**config.mk**
```make
export PLATFORM = sky130hd
export DESIGN_NAME = result_packer
export DESIGN_NICKNAME = d
export VERILOG_FILES = /design/src/rtl/result_packer.sv
export SDC_FILE = /design/constraint.sdc
export NUM_CORES = 1
export LEC_CHECK = 0
export ABC_CLOCK_PERIOD_IN_PS = 3200
export CORE_MARGIN = 2
export CORE_UTILIZATION = 57
export CTS_CLUSTER_DIAMETER = 40
export CTS_CLUSTER_SIZE = 12
export DETAILED_ROUTE_END_ITERATION = 10
export PLACE_DENSITY = 0.76
export SLEW_MARGIN = 30
export SYNTH_ARGS = -nofsm -noshare
export SYNTH_HDL_FRONTEND = slang
export SYNTH_SLANG_ARGS = --single-unit
```
**constraint.sdc**
```tcl
create_clock -name clk -period 3.2 [get_ports clk]
set_clock_uncertainty 0.05 [all_clocks]
set_input_delay 0.64 -clock clk [delete_from_list [all_inputs] [get_ports clk]]
set_output_delay 0.64 -clock clk [all_outputs]
set_load 0.05 [all_outputs]
```
**src/rtl/result_packer.sv**
```systemverilog
`default_nettype none
// ============================================================================
// result_packer: pairs upstream results into 2-lane words and queues them in
// a first-word-fall-through FIFO; flush emits a half-filled word.  Rev 1.0
// ============================================================================
module result_packer #(
  parameter int OUT_WIDTH = 8,
  parameter int DEPTH     = 4
) (
  input  logic                       clk,
  input  logic                       rst,
  input  logic                       in_valid,
  input  logic [OUT_WIDTH-1:0]       in_data,
  output logic                       in_ready,
  input  logic                       flush,
  output logic                       out_valid,
  input  logic                       out_ready,
  output logic [2*OUT_WIDTH-1:0]     out_data,
  output logic                       out_partial,
  output logic [$clog2(DEPTH):0]     fifo_level
);

  localparam int AW = $clog2(DEPTH);
  localparam int LW = AW + 1;
  localparam logic [LW-1:0] c_depth    = LW'(DEPTH);
  localparam logic [0:0]    c_st_empty = 1'b0;
  localparam logic [0:0]    c_st_half  = 1'b1;

  logic [0:0]           r_state;
  logic [OUT_WIDTH-1:0] r_low;
  logic                 r_pend;
  logic [AW-1:0]        r_wr_ptr;
  logic [AW-1:0]        r_rd_ptr;
  logic [LW-1:0]        r_level;
  logic [2*OUT_WIDTH-1:0] r_mem [DEPTH];
  logic                   r_mem_partial [DEPTH];

  logic                   w_full;
  logic                   w_accept;
  logic                   w_eff_flush;
  logic                   w_pop;
  logic                   w_push;
  logic [2*OUT_WIDTH-1:0] w_push_data;
  logic                   w_push_partial;
  logic [0:0]             w_next_state;
  logic [OUT_WIDTH-1:0]   w_next_low;
  logic                   w_next_pend;

  assign w_full      = (r_level == c_depth);
  assign in_ready    = !rst && !w_full;
  assign w_accept    = in_valid && in_ready;
  // A flush that was blocked by a full FIFO stays armed until it can write.
  assign w_eff_flush = flush || r_pend;
  assign out_valid   = (r_level != '0);
  assign w_pop       = out_ready && out_valid;
  assign out_data    = r_mem[r_rd_ptr];
  assign out_partial = out_valid && r_mem_partial[r_rd_ptr];
  assign fifo_level  = r_level;

  always_comb begin
    w_push         = 1'b0;
    w_push_data    = '0;
    w_push_partial = 1'b0;
    w_next_state   = r_state;
    w_next_low     = r_low;
    w_next_pend    = r_pend;
    if (w_accept) begin
      if (r_state == c_st_half) begin
        w_push       = 1'b1;
        w_push_data  = {in_data, r_low};
        w_next_state = c_st_empty;
        w_next_pend  = 1'b0;
      end else if (w_eff_flush) begin
        w_push         = 1'b1;
        w_push_data    = {{OUT_WIDTH{1'b0}}, in_data};
        w_push_partial = 1'b1;
        w_next_pend    = 1'b0;
      end else begin
        w_next_state = c_st_half;
        w_next_low   = in_data;
      end
    end else if (w_eff_flush) begin
      if (r_state == c_st_half) begin
        if (!w_full) begin
          w_push         = 1'b1;
          w_push_data    = {{OUT_WIDTH{1'b0}}, r_low};
          w_push_partial = 1'b1;
          w_next_state   = c_st_empty;
          w_next_pend    = 1'b0;
        end else begin
          w_next_pend = 1'b1;
        end
      end else begin
        w_next_pend = 1'b0;
      end
    end
  end

  always_ff @(posedge clk or posedge rst) begin
    if (rst) begin
      r_state  <= c_st_empty;
      r_low    <= '0;
      r_pend   <= 1'b0;
      r_wr_ptr <= '0;
      r_rd_ptr <= '0;
      r_level  <= '0;
    end else begin
      r_state <= w_next_state;
      r_low   <= w_next_low;
      r_pend  <= w_next_pend;
      if (w_push) r_wr_ptr <= r_wr_ptr + 1'b1;
      if (w_pop)  r_rd_ptr <= r_rd_ptr + 1'b1;
      case ({w_push, w_pop})
        2'b10:   r_level <= r_level + 1'b1;
        2'b01:   r_level <= r_level - 1'b1;
        default: r_level <= r_level;
      endcase
    end
  end

  // Storage needs no reset: the pointers and level define what is valid.
  always_ff @(posedge clk) begin
    if (w_push) begin
      r_mem[r_wr_ptr]         <= w_push_data;
      r_mem_partial[r_wr_ptr] <= w_push_partial;
    end
  end

endmodule
`default_nettype wire
```
==> results of run 1 <==
==> worst min-delay path by stage <==
stage | from | to | cells past startpoint
after floorplan | r_low[1]$_DFFE_PP0P_ | r_low[1]$_DFFE_PP0P_ | 1
after CTS | r_low[1]$_DFFE_PP0P_ | r_low[1]$_DFFE_PP0P_ | 1
final | r_low[1]$_DFFE_PP0P_ | r_low[1]$_DFFE_PP0P_ | 1
after global placement | r_low[3]$_DFFE_PP0P_ | r_low[3]$_DFFE_PP0P_ | 1
after detailed placement | r_low[1]$_DFFE_PP0P_ | r_low[1]$_DFFE_PP0P_ | 1
after global routing | r_low[3]$_DFFE_PP0P_ | r_low[3]$_DFFE_PP0P_ | 1
==> sequential cells by signal, summed over array words and instances, names as in the netlist <==
name / cells
fifo_level: 3
r_low: 8
r_mem: 64
r_mem_partial: 4
r_pend: 1
r_rd_ptr: 2
r_state: 1
r_wr_ptr: 2
==> where the power goes <==
part	leakage (nW)	internal [mW]	switching (mW)	total [mW]
Sequential	0.814	1.43	0.120	1.55
Combinational	0.656	0.649	1.08	1.73
Clock	0.0926	0.381	0.364	0.745
Total	1.56	2.46	1.56	4.02
==> critical path: cells and delay by family <==
kind                   cells  cell delay [ns]
AND/OR/NAND/NOR            1             0.15
buffers and inverters      2             1.33
==> Yosys cell counts, drive strengths merged <==
library cell and n:
edfxtp 68, nand3 24, dfrtp 17, mux4 17
and2 9, buf 9, nand4 9, mux2 8
inv 7, and3 6, ha 5, a21boi 4
clkbuf 4, nand2 3, nor2 3, o21ai 3
or4b 3, xor2 3, a21oi 2, nor3 2
o31a 2, or3 2, xnor2 2, a211oi 1
and4 1, fa 1, mux2i 1, nand3b 1
nor2b 1, nor3b 1, o211ai 1, o21a 1
o21ba 1, o31ai 1, or3b 1
==> through the flow <==
step	utilization	cell area [µm²]	hold WS (ns)	std cells
6_report	0.6841	4319	0.4836	351
2_1_floorplan	-	3701	0.4431	224
3_3_place_gp	0.6532	4124	0.4569	335
5_1_grt	0.6841	4319	0.4984	351
3_5_place_dp	0.6532	4124	0.4627	335
4_1_cts	0.6841	4319	0.4832	351
==> cell families after synthesis <==
family	Yosys count	synth area share
xor+xnor	5	0.01183
simple gates	66	0.1112
fa+ha+maj	6	0.02231
compound gates	16	0.03178
flops	85	0.6667
buf+inv	20	0.02569
mux	26	0.1305
==> metal layers <==
| layer | share of wire | global-route usage |
|---|---|---|
| met5 | 0 | 0 |
| met4 | 0.017 | 0.1025 |
| met3 | 0.047 | 0.04523 |
| met2 | 0.50 | 0.3257 |
| met1 | 0.44 | 0.2834 |
==> area by class of cell <==
class | instances | area, µm²
fill | 457 | 1994
inverter | 7 | 26.28
timing repair buffer | 47 | 395.4
clock inverter | 4 | 50.05
multi-input combinational | 119 | 1139
tap | 77 | 96.34
clock buffer | 12 | 145.1
sequential | 85 | 2467
==> flow_metrics.env, run 1 <==
export IMPL_grt_overflow=0
export IMPL_synth_top_area_frac=0.5517
export IMPL_antenna_found_initial=0
export IMPL_path_cells="clkdlybuf4s50_1 > nor2_1 > clkdlybuf4s50_1"
export IMPL_dieArea_um2=7154
export IMPL_rows=29
export IMPL_first_pass_iters=4
export IMPL_syn_area_um2=3701
export IMPL_worstSetupPathType="input pin to output pin"
export IMPL_grt_use_total=0.2091
export IMPL_synth_seq_area_share=0.6667
export IMPL_slew_headroom=0.4732
export IMPL_fin_crit_sh=0.8778
export IMPL_syn_inst=224
export IMPL_die_x_um=84.58
export IMPL_crit_top_cell="clkdlybuf4s50_1"
export IMPL_drc=0
export IMPL_synth_top_cells_by_area="edfxtp_1 55%, dfrtp_1 11%, mux4_2 10%"
export IMPL_worst_pin_slew_ns=0.7841
export IMPL_grt_max_degree=32
export IMPL_layout_drive_gt1_share=0.2847
export IMPL_layout_commonest_cell="edfxtp_1"
export IMPL_leakagePower_nw=1.563
export IMPL_rsz0062_at_grt="false"
export IMPL_postRouteAntennaNets=0
export IMPL_cp_endpoint="in_ready"
export IMPL_die_height_um=84.58
export IMPL_clock_latency_ns=0.35
export IMPL_ctsHoldBuffers=0
export IMPL_power_density_nw_per_um2=930.0
export IMPL_mostFrequentLayoutCells="68 x edfxtp_1, 30 x buf_4, 23 x nand3_1"
export IMPL_grt_pass1_wl_um=10890
export IMPL_max_cap_violations=0
export IMPL_r2r_start="r_state$_DFFE_PP0N_"
export IMPL_worstReg2RegEnd="fifo_level[2]$_DFFE_PP0P_"
export IMPL_hold_viol=0
export IMPL_finalPower_mw=4.017
export IMPL_numPortBuffers=34
export IMPL_worstPathRequired_ns=2.51
export IMPL_synth_cell_types=42
export IMPL_gp_congestion=0.8133
export IMPL_nNetsFinal=288
export IMPL_via_per_inst=5.957
export IMPL_num_io_pins=35
export IMPL_area_delta_synth_final_pct=16.70
export IMPL_clkSinkCount=85
export IMPL_initial_core_util=0.5862
export IMPL_post_cts_resized=0
export IMPL_finalSetupViolCount=0
export IMPL_synth_top_area_cell="edfxtp_1"
export IMPL_ys_warn_count=0
export IMPL_core_area_um2=6314
export IMPL_vias=2091
export IMPL_cts_root_buf="clkbuf_8"
export IMPL_startpoint="rst"
export IMPL_drt_initial_drc_count=141
export IMPL_synth_avg_cell_area_um2=16.52
export IMPL_reg2reg_slack_ns=0.74
export IMPL_crit_arrival_ns=2.12
export IMPL_crit_path_max_incr_delay_ns=0.81
export IMPL_wl_per_cell_um=19.32
export IMPL_fin_crit_ns=2.809
export IMPL_antenna_cells=0
export IMPL_fin_setup_tns_ns=0
export IMPL_wirelength_um=6782
export IMPL_cp_max_fo=7
export IMPL_clock_path_buffers=2
export IMPL_syn_nets=243
export IMPL_slowest_stage="clkdlybuf4s50_1"
export IMPL_grt_pass1_vias=2086
export IMPL_synth_seq_cells=85
export IMPL_hpwl_um=4544
export IMPL_clk_pin_slew_ns=0.08
export IMPL_end_kind="output pin"
export IMPL_post_place_ws_ns=0.2005
export IMPL_numCtsBuffers=9
export IMPL_rr_worst_depth=9
export IMPL_fmax_mhz=356.0
export IMPL_htreeDepth=3
export IMPL_drv_slew=0
export IMPL_startpoint_type="input pin"
export IMPL_cts_tree="done"
export IMPL_setup_slack_ns=0.3912
export IMPL_status="complete, no violations"
export IMPL_hold_class="flop to flop"
export IMPL_peakVddDrop_mv=0.6669
export IMPL_cts_setup_buffers=0
Power figures use the tool's default switching activity.
==> inputs of run 2 (changes only) <==
Settings changed: CAP_MARGIN set to 20, SKIP_CTS_REPAIR_TIMING set to 1.
==> results of run 2 <==
The final DEF is identical to that of run 1; final timing and power are the same.
